[src/rtl/mole_pkg.sv]
// Shared constants for the PS/2 mole-game keyboard front end: scan codes,
// the datapath's 3-bit hit encoding, and the PS/2 frame receiver state enum.
package mole_pkg;

  localparam logic [7:0] KEY_1     = 8'h16;
  localparam logic [7:0] KEY_2     = 8'h1E;
  localparam logic [7:0] KEY_3     = 8'h26;
  localparam logic [7:0] KEY_4     = 8'h25;
  localparam logic [7:0] KEY_5     = 8'h2E;
  localparam logic [7:0] KEY_ENTER = 8'h5A;
  localparam logic [7:0] SC_BREAK  = 8'hF0;
  localparam logic [7:0] SC_EXT    = 8'hE0;

  localparam logic [2:0] HIT_NONE = 3'd0;
  localparam logic [2:0] HIT_M1   = 3'd1;
  localparam logic [2:0] HIT_M2   = 3'd2;
  localparam logic [2:0] HIT_M3   = 3'd3;
  localparam logic [2:0] HIT_M4   = 3'd4;
  localparam logic [2:0] HIT_M5   = 3'd5;

  typedef enum logic [1:0] {
    ST_IDLE,
    ST_DATA,
    ST_PARITY,
    ST_STOP
  } rx_state_e;

  function automatic logic [2:0] key_to_hit(input logic [7:0] sc);
    case (sc)
      KEY_1:   key_to_hit = HIT_M1;
      KEY_2:   key_to_hit = HIT_M2;
      KEY_3:   key_to_hit = HIT_M3;
      KEY_4:   key_to_hit = HIT_M4;
      KEY_5:   key_to_hit = HIT_M5;
      default: key_to_hit = HIT_NONE;
    endcase
  endfunction

endpackage

[src/rtl/ps2_frame_rx.sv]
// PS/2 frame receiver: pin sync, falling-edge detect, 11-bit frame FSM, timeout.
// Optional odd-parity check when PS2_PARITY_CHECK_EN is defined.
module ps2_frame_rx
  import mole_pkg::*;
#(
  parameter int TIMEOUT_CYCLES = 10000
) (
  input  logic       clock,
  input  logic       reset,
  input  logic       ps2_clk,
  input  logic       ps2_dat,
  output logic       byte_valid_o,
  output logic [7:0] byte_o,
  output logic       err_o
);

  localparam int TW = $clog2(TIMEOUT_CYCLES + 1);
  localparam logic [TW-1:0] TMO_MAX = TW'(TIMEOUT_CYCLES - 1);

  logic [1:0]    clk_s_q, dat_s_q;
  logic          clk_prev_q;
  rx_state_e     state_q;
  logic [2:0]    bit_cnt_q;
  logic [7:0]    shift_q;
  logic          par_q;
  logic [TW-1:0] tmo_q;

  logic fall, dat, stop_edge, tmo_hit, par_bad;

  assign fall      = clk_prev_q & ~clk_s_q[1];
  assign dat       = dat_s_q[1];
  assign stop_edge = (state_q == ST_STOP) & fall;
  assign tmo_hit   = (state_q != ST_IDLE) & ~fall & (tmo_q == TMO_MAX);

`ifdef PS2_PARITY_CHECK_EN
  assign par_bad = stop_edge & dat & ~(^{shift_q, par_q});
`else
  logic unused_par;
  assign unused_par = par_q;
  assign par_bad    = 1'b0;
`endif

  // Outputs are combinational in the stop-edge cycle so the top can register
  // its pulses exactly one cycle later.
  assign byte_valid_o = stop_edge & dat & ~par_bad;
  assign byte_o       = shift_q;
  assign err_o        = (stop_edge & ~dat) | par_bad | tmo_hit;

  always_ff @(posedge clock or posedge reset) begin
    if (reset) begin
      clk_s_q    <= 2'b11;
      dat_s_q    <= 2'b11;
      clk_prev_q <= 1'b1;
      state_q    <= ST_IDLE;
      bit_cnt_q  <= 3'd0;
      shift_q    <= 8'h00;
      par_q      <= 1'b0;
      tmo_q      <= '0;
    end else begin
      clk_s_q    <= {clk_s_q[0], ps2_clk};
      dat_s_q    <= {dat_s_q[0], ps2_dat};
      clk_prev_q <= clk_s_q[1];
      if (state_q == ST_IDLE) begin
        tmo_q <= '0;
        if (fall && !dat) begin
          state_q   <= ST_DATA;
          bit_cnt_q <= 3'd0;
        end
      end else if (fall) begin
        tmo_q <= '0;
        case (state_q)
          ST_DATA: begin
            shift_q   <= {dat, shift_q[7:1]};
            bit_cnt_q <= bit_cnt_q + 3'd1;
            if (bit_cnt_q == 3'd7) state_q <= ST_PARITY;
          end
          ST_PARITY: begin
            par_q   <= dat;
            state_q <= ST_STOP;
          end
          default: state_q <= ST_IDLE;
        endcase
      end else if (tmo_q == TMO_MAX) begin
        tmo_q   <= '0;
        state_q <= ST_IDLE;
      end else begin
        tmo_q <= tmo_q + TW'(1);
      end
    end
  end

endmodule

[src/rtl/ps2_mole_input.sv]
// PS/2 keyboard front end for the mole game: make/break decode, one hit pulse
// per press, Enter start pulse. Build option: PS2_PARITY_CHECK_EN (parity check).
module ps2_mole_input
  import mole_pkg::*;
#(
  parameter int TIMEOUT_CYCLES = 10000
) (
  input  logic       clock,
  input  logic       reset,
  input  logic       ps2_clk,
  input  logic       ps2_dat,
  output logic [2:0] hit_code,
  output logic       start_key,
  output logic       frame_err
);

  logic       rx_valid, rx_err;
  logic [7:0] rx_byte;

  ps2_frame_rx #(.TIMEOUT_CYCLES(TIMEOUT_CYCLES)) u_rx (
    .clock        (clock),
    .reset        (reset),
    .ps2_clk      (ps2_clk),
    .ps2_dat      (ps2_dat),
    .byte_valid_o (rx_valid),
    .byte_o       (rx_byte),
    .err_o        (rx_err)
  );

  logic       brk_q, brk_d, ext_q, ext_d;
  logic [7:0] held_q, held_d;
  logic [2:0] hit_q, hit_d;
  logic       start_q, start_d, err_q, err_d;
  logic [2:0] code;

  assign code = key_to_hit(rx_byte);

  always_comb begin
    brk_d   = brk_q;
    ext_d   = ext_q;
    held_d  = held_q;
    hit_d   = HIT_NONE;
    start_d = 1'b0;
    err_d   = rx_err;
    if (rx_valid) begin
      if (rx_byte == SC_BREAK) begin
        brk_d = 1'b1;
      end else if (rx_byte == SC_EXT) begin
        ext_d = 1'b1;
      end else if (ext_q) begin
        // Extended keys (arrows, keypad Enter...) are not game inputs.
        ext_d = 1'b0;
        brk_d = 1'b0;
      end else if (brk_q) begin
        if (rx_byte == held_q) held_d = 8'h00;
        brk_d = 1'b0;
      end else begin
        // Typematic repeats of the held mole key must not score again.
        if (code != HIT_NONE && rx_byte != held_q) begin
          hit_d  = code;
          held_d = rx_byte;
        end
        if (rx_byte == KEY_ENTER) start_d = 1'b1;
      end
    end
  end

  always_ff @(posedge clock or posedge reset) begin
    if (reset) begin
      brk_q   <= 1'b0;
      ext_q   <= 1'b0;
      held_q  <= 8'h00;
      hit_q   <= HIT_NONE;
      start_q <= 1'b0;
      err_q   <= 1'b0;
    end else begin
      brk_q   <= brk_d;
      ext_q   <= ext_d;
      held_q  <= held_d;
      hit_q   <= hit_d;
      start_q <= start_d;
      err_q   <= err_d;
    end
  end

  assign hit_code  = hit_q;
  assign start_key = start_q;
  assign frame_err = err_q;

endmodule

[config.mk]
export PLATFORM = sky130hd
export DESIGN_NAME = ps2_mole_input
export DESIGN_NICKNAME = d
export VERILOG_FILES = /design/src/rtl/mole_pkg.sv /design/src/rtl/ps2_frame_rx.sv /design/src/rtl/ps2_mole_input.sv
export SDC_FILE = /design/constraint.sdc
export NUM_CORES = 1
export LEC_CHECK = 0
export BUFFER_PORTS_ARGS = -buffer_cell sky130_fd_sc_hd__buf_2
export CAP_MARGIN = 0
export CORE_ASPECT_RATIO = 0.6
export CORE_MARGIN = 2
export CORE_UTILIZATION = 50
export DETAILED_ROUTE_END_ITERATION = 10
export PLACE_DENSITY = 0.68
export SYNTH_ARGS = -nofsm -noshare
export SYNTH_HDL_FRONTEND = slang
export SYNTH_HIERARCHICAL = 1
export SYNTH_SLANG_ARGS = --single-unit
export TNS_END_PERCENT = 30
[constraint.sdc]
create_clock -name clock -period 5.15 [get_ports clock]
set_input_delay 0.515 -clock clock [delete_from_list [all_inputs] [get_ports clock]]
set_output_delay 0.515 -clock clock [all_outputs]
set_load 0.02 [all_outputs]
==> flow_summary.ini <==
[status]
outcome = complete, no violations

[routing]
routed_wl_mm = 4.00
first_pass_iters = 4
drc_errors = 0
drtIter0Drc = 74
vias_per_cell = 5.56
postRouteAntennaNets = 0
via_count = 1535
wl_per_cell_um = 14.5

[clock_tree]
ctsHoldBuffers = 0
clock_sinks = 47
clkLatencyLatePin_ns = 0.30
numCtsBuffers = 5
post_cts_buffers = 0
ctsHtreeMaxLevel = 2
root_buffer = clkbuf_8
clkTransAtPathRegs_ns = 0.08
clockBufferDepth = 2
tritoncts = done
ctsResizeCount = 0

[placement]
port_buffers = 8
dpl_cell_area_sq_um = 2360
hpwl_mm = 2.92
routabilityCongestion = 0.867

[timing]
skew_ns = 0.00636
fin_tns_setup_ns = 0
worst_slew_pin_slew_ns = 0.583
setup_viol = 0
period_minus_slack_ns = 2.21
drv_slew = 0
grt_setup_unrepaired = false
period_share_pct = 42.9
hold_ws_ns = 0.261
final_hold_viol_count = 0
fmax_mhz = 453
max_slew_margin_pct = 61.1

[global_route]
grtUsageTotal_pct = 17.5
grt_pass1_wl_mm = 6.96
antenna_found_initial = 0
grt_max_degree = 33
grt_pass1_vias = 1509
overflow = 0

[setup_path]
startpoint = u_rx/clk_prev_q$_DFF_PP1_
path_class = register to register
cp-end-kind = register
crit_fanout = 10
start_kind = register
regToRegStartpoint = u_rx/clk_prev_q$_DFF_PP1_
arrival_ns = 2.43
required_ns = 5.37

[layout]
final_area_sq_um = 2450
final_cell_mix = 42 x dfrtp_1, 20 x nor2_1, 18 x xnor2_1
fillers = 350
area_growth_syn_to_layout_pct = 8.24
nets = 228
final_common_cell = dfrtp_1
num_antenna_cells = 0
drive_gt1_share_pct = 17.1

[worst_hold_path]
hold_class = primary input to async pin

[logic_synthesis]
syn-instance-count = 204
synth_seq_area_share_pct = 52.3
ys_ff_latch = 47
synth_warnings = 6
syn_nets = 216
synth_cell_types = 44
syn_area_sq_um = 2260
synth.avg_cell_area_sq_um = 11.1

[floorplanning]
num_rows = 18
die_h_um = 56.1
core_sq_um = 4230
die_w_um = 90.8
io_pins = 9
fp.dieArea_sq_um = 5100
initial_core_util_pct = 53.4

[job]
drv_cap = 0

[power_and_ir_drop]
power_density_nw_per_um2 = 397
peakVddDrop_mv = 0.140
cellLeakagePower_nw = 1.06
power.total_mw = 0.973
-- metrics by stage --
stage,instances,util [%],worst slack [ns]
2_1_floorplan,204,-,3.26
3_3_place_gp,269,55.8,3.04
3_5_place_dp,269,55.8,2.94
4_1_cts,276,57.8,2.93
5_1_grt,276,57.8,2.75
6_report,276,57.8,2.94
-- worst max-delay path, stage by stage (launching register included) --
cell       delay (ns)
dfstp_2          0.54
nor2b_1          0.49
and3_1           0.32
nand4b_1         0.20
a21oi_2          0.23
and2b_4          0.22
a2bb2oi_1        0.15
-- worst paths after layout --
path / to / slack (ns) / depth (start not counted)
max reg2reg: held_q[2]$_DFFE_PP0P_ / 2.94 / 6
min: frame_err$_DFF_PP0_ / 0.26 / 2
max: held_q[2]$_DFFE_PP0P_ / 2.94 / 6
max in group asynchronous: u_rx/dat_s_q[0]$_DFF_PP1_ / 4.53 / 3
min reg2reg: u_rx/dat_s_q[1]$_DFF_PP1_ / 0.36 / 0
min in group clock: u_rx/clk_s_q[0]$_DFF_PP1_ / 0.31 / 1
-- synthesized netlist by cell type, drive strengths merged --
| library cell | instances | area share, % |
|---|---|---|
| a2111oi | 2 | 0.77 |
| a21oi | 5 | 1.3 |
| a22o | 5 | 1.9 |
| a22oi | 2 | 0.66 |
| a2bb2oi | 2 | 0.77 |
| a31oi | 2 | 0.55 |
| and2 | 3 | 0.83 |
| and2b | 2 | 0.77 |
| and3 | 4 | 1.1 |
| and4 | 1 | 0.39 |
| and4b | 1 | 0.44 |
| buf | 2 | 0.72 |
| clkbuf | 2 | 0.33 |
| dfrtp | 42 | 46 |
| dfstp | 5 | 5.8 |
| ha | 8 | 4.4 |
| inv | 8 | 1.3 |
| mux2 | 9 | 4.5 |
| mux2i | 1 | 1.0 |
| nand2 | 14 | 2.3 |
| nand2b | 1 | 0.28 |
| nand3 | 5 | 1.5 |
| nand3b | 3 | 1.0 |
| nand4 | 5 | 1.4 |
| nand4b | 2 | 0.77 |
| nor2 | 22 | 4.1 |
| nor2b | 7 | 1.9 |
| nor3 | 4 | 0.88 |
| nor4 | 4 | 1.1 |
| nor4b | 1 | 0.39 |
| o21ai | 5 | 1.1 |
| o21bai | 1 | 0.33 |
| o22ai | 1 | 0.28 |
| o31ai | 1 | 0.33 |
| or3 | 3 | 0.83 |
| xnor2 | 18 | 7.0 |
| xor2 | 1 | 0.39 |
-- cells by family (layout without fill, tap and decap cells) --
kind of cell | Yosys count | count (layout) | synth area share [%]
compound gates | 26 | 26 | 8.02
xor+xnor | 19 | 19 | 7.36
fa+ha+maj | 8 | 8 | 4.42
buf+inv | 12 | 24 | 2.38
flops | 47 | 47 | 52.3
mux | 10 | 10 | 5.48
simple gates | 82 | 82 | 20.1
-- layout make-up --
type / instances / area (sq um) / share of cell area, %
well taps: 60 / 75.1 / 3.07
clock inverters: 1 / 5.00 / 0.204
repair buffers: 9 / 47.5 / 1.94
flip-flops and latches: 47 / 1180 / 48.3
clock buffers: 6 / 82.6 / 3.37
multi-input cells: 145 / 1030 / 41.9
inverters: 8 / 30.0 / 1.23
-- flip-flops by register name, indices dropped and copies added (netlist names) --
signal and count:
hit_code 3, u_rx/byte_o 8, u_rx/bit_cnt_q 3, u_rx/tmo_q 14, u_rx/clk_s_q 2, start_key 1
u_rx/clk_prev_q 1, held_q 8, frame_err 1, u_rx/state_q 2, ext_q 1, u_rx/dat_s_q 2
brk_q 1
-- per-layer routing --
layer / part of all wire, % / global-route usage [%] / vias to the layer above
met3: 6.6 / 5.15 / 9
met1: 49 / 24.4 / 737
met2: 42 / 25.2 / 52
li1: - / - / 737
met5: 0 / 0 / -
met4: 2.0 / 8.01 / 0
-- report_power, final --
group	switching, mW	internal (mW)
combinational	0.148	0.121
sequential	0.0639	0.419
clock	0.116	0.105
total	0.328	0.645
Note: power is estimated with default switching activity, not from simulation.
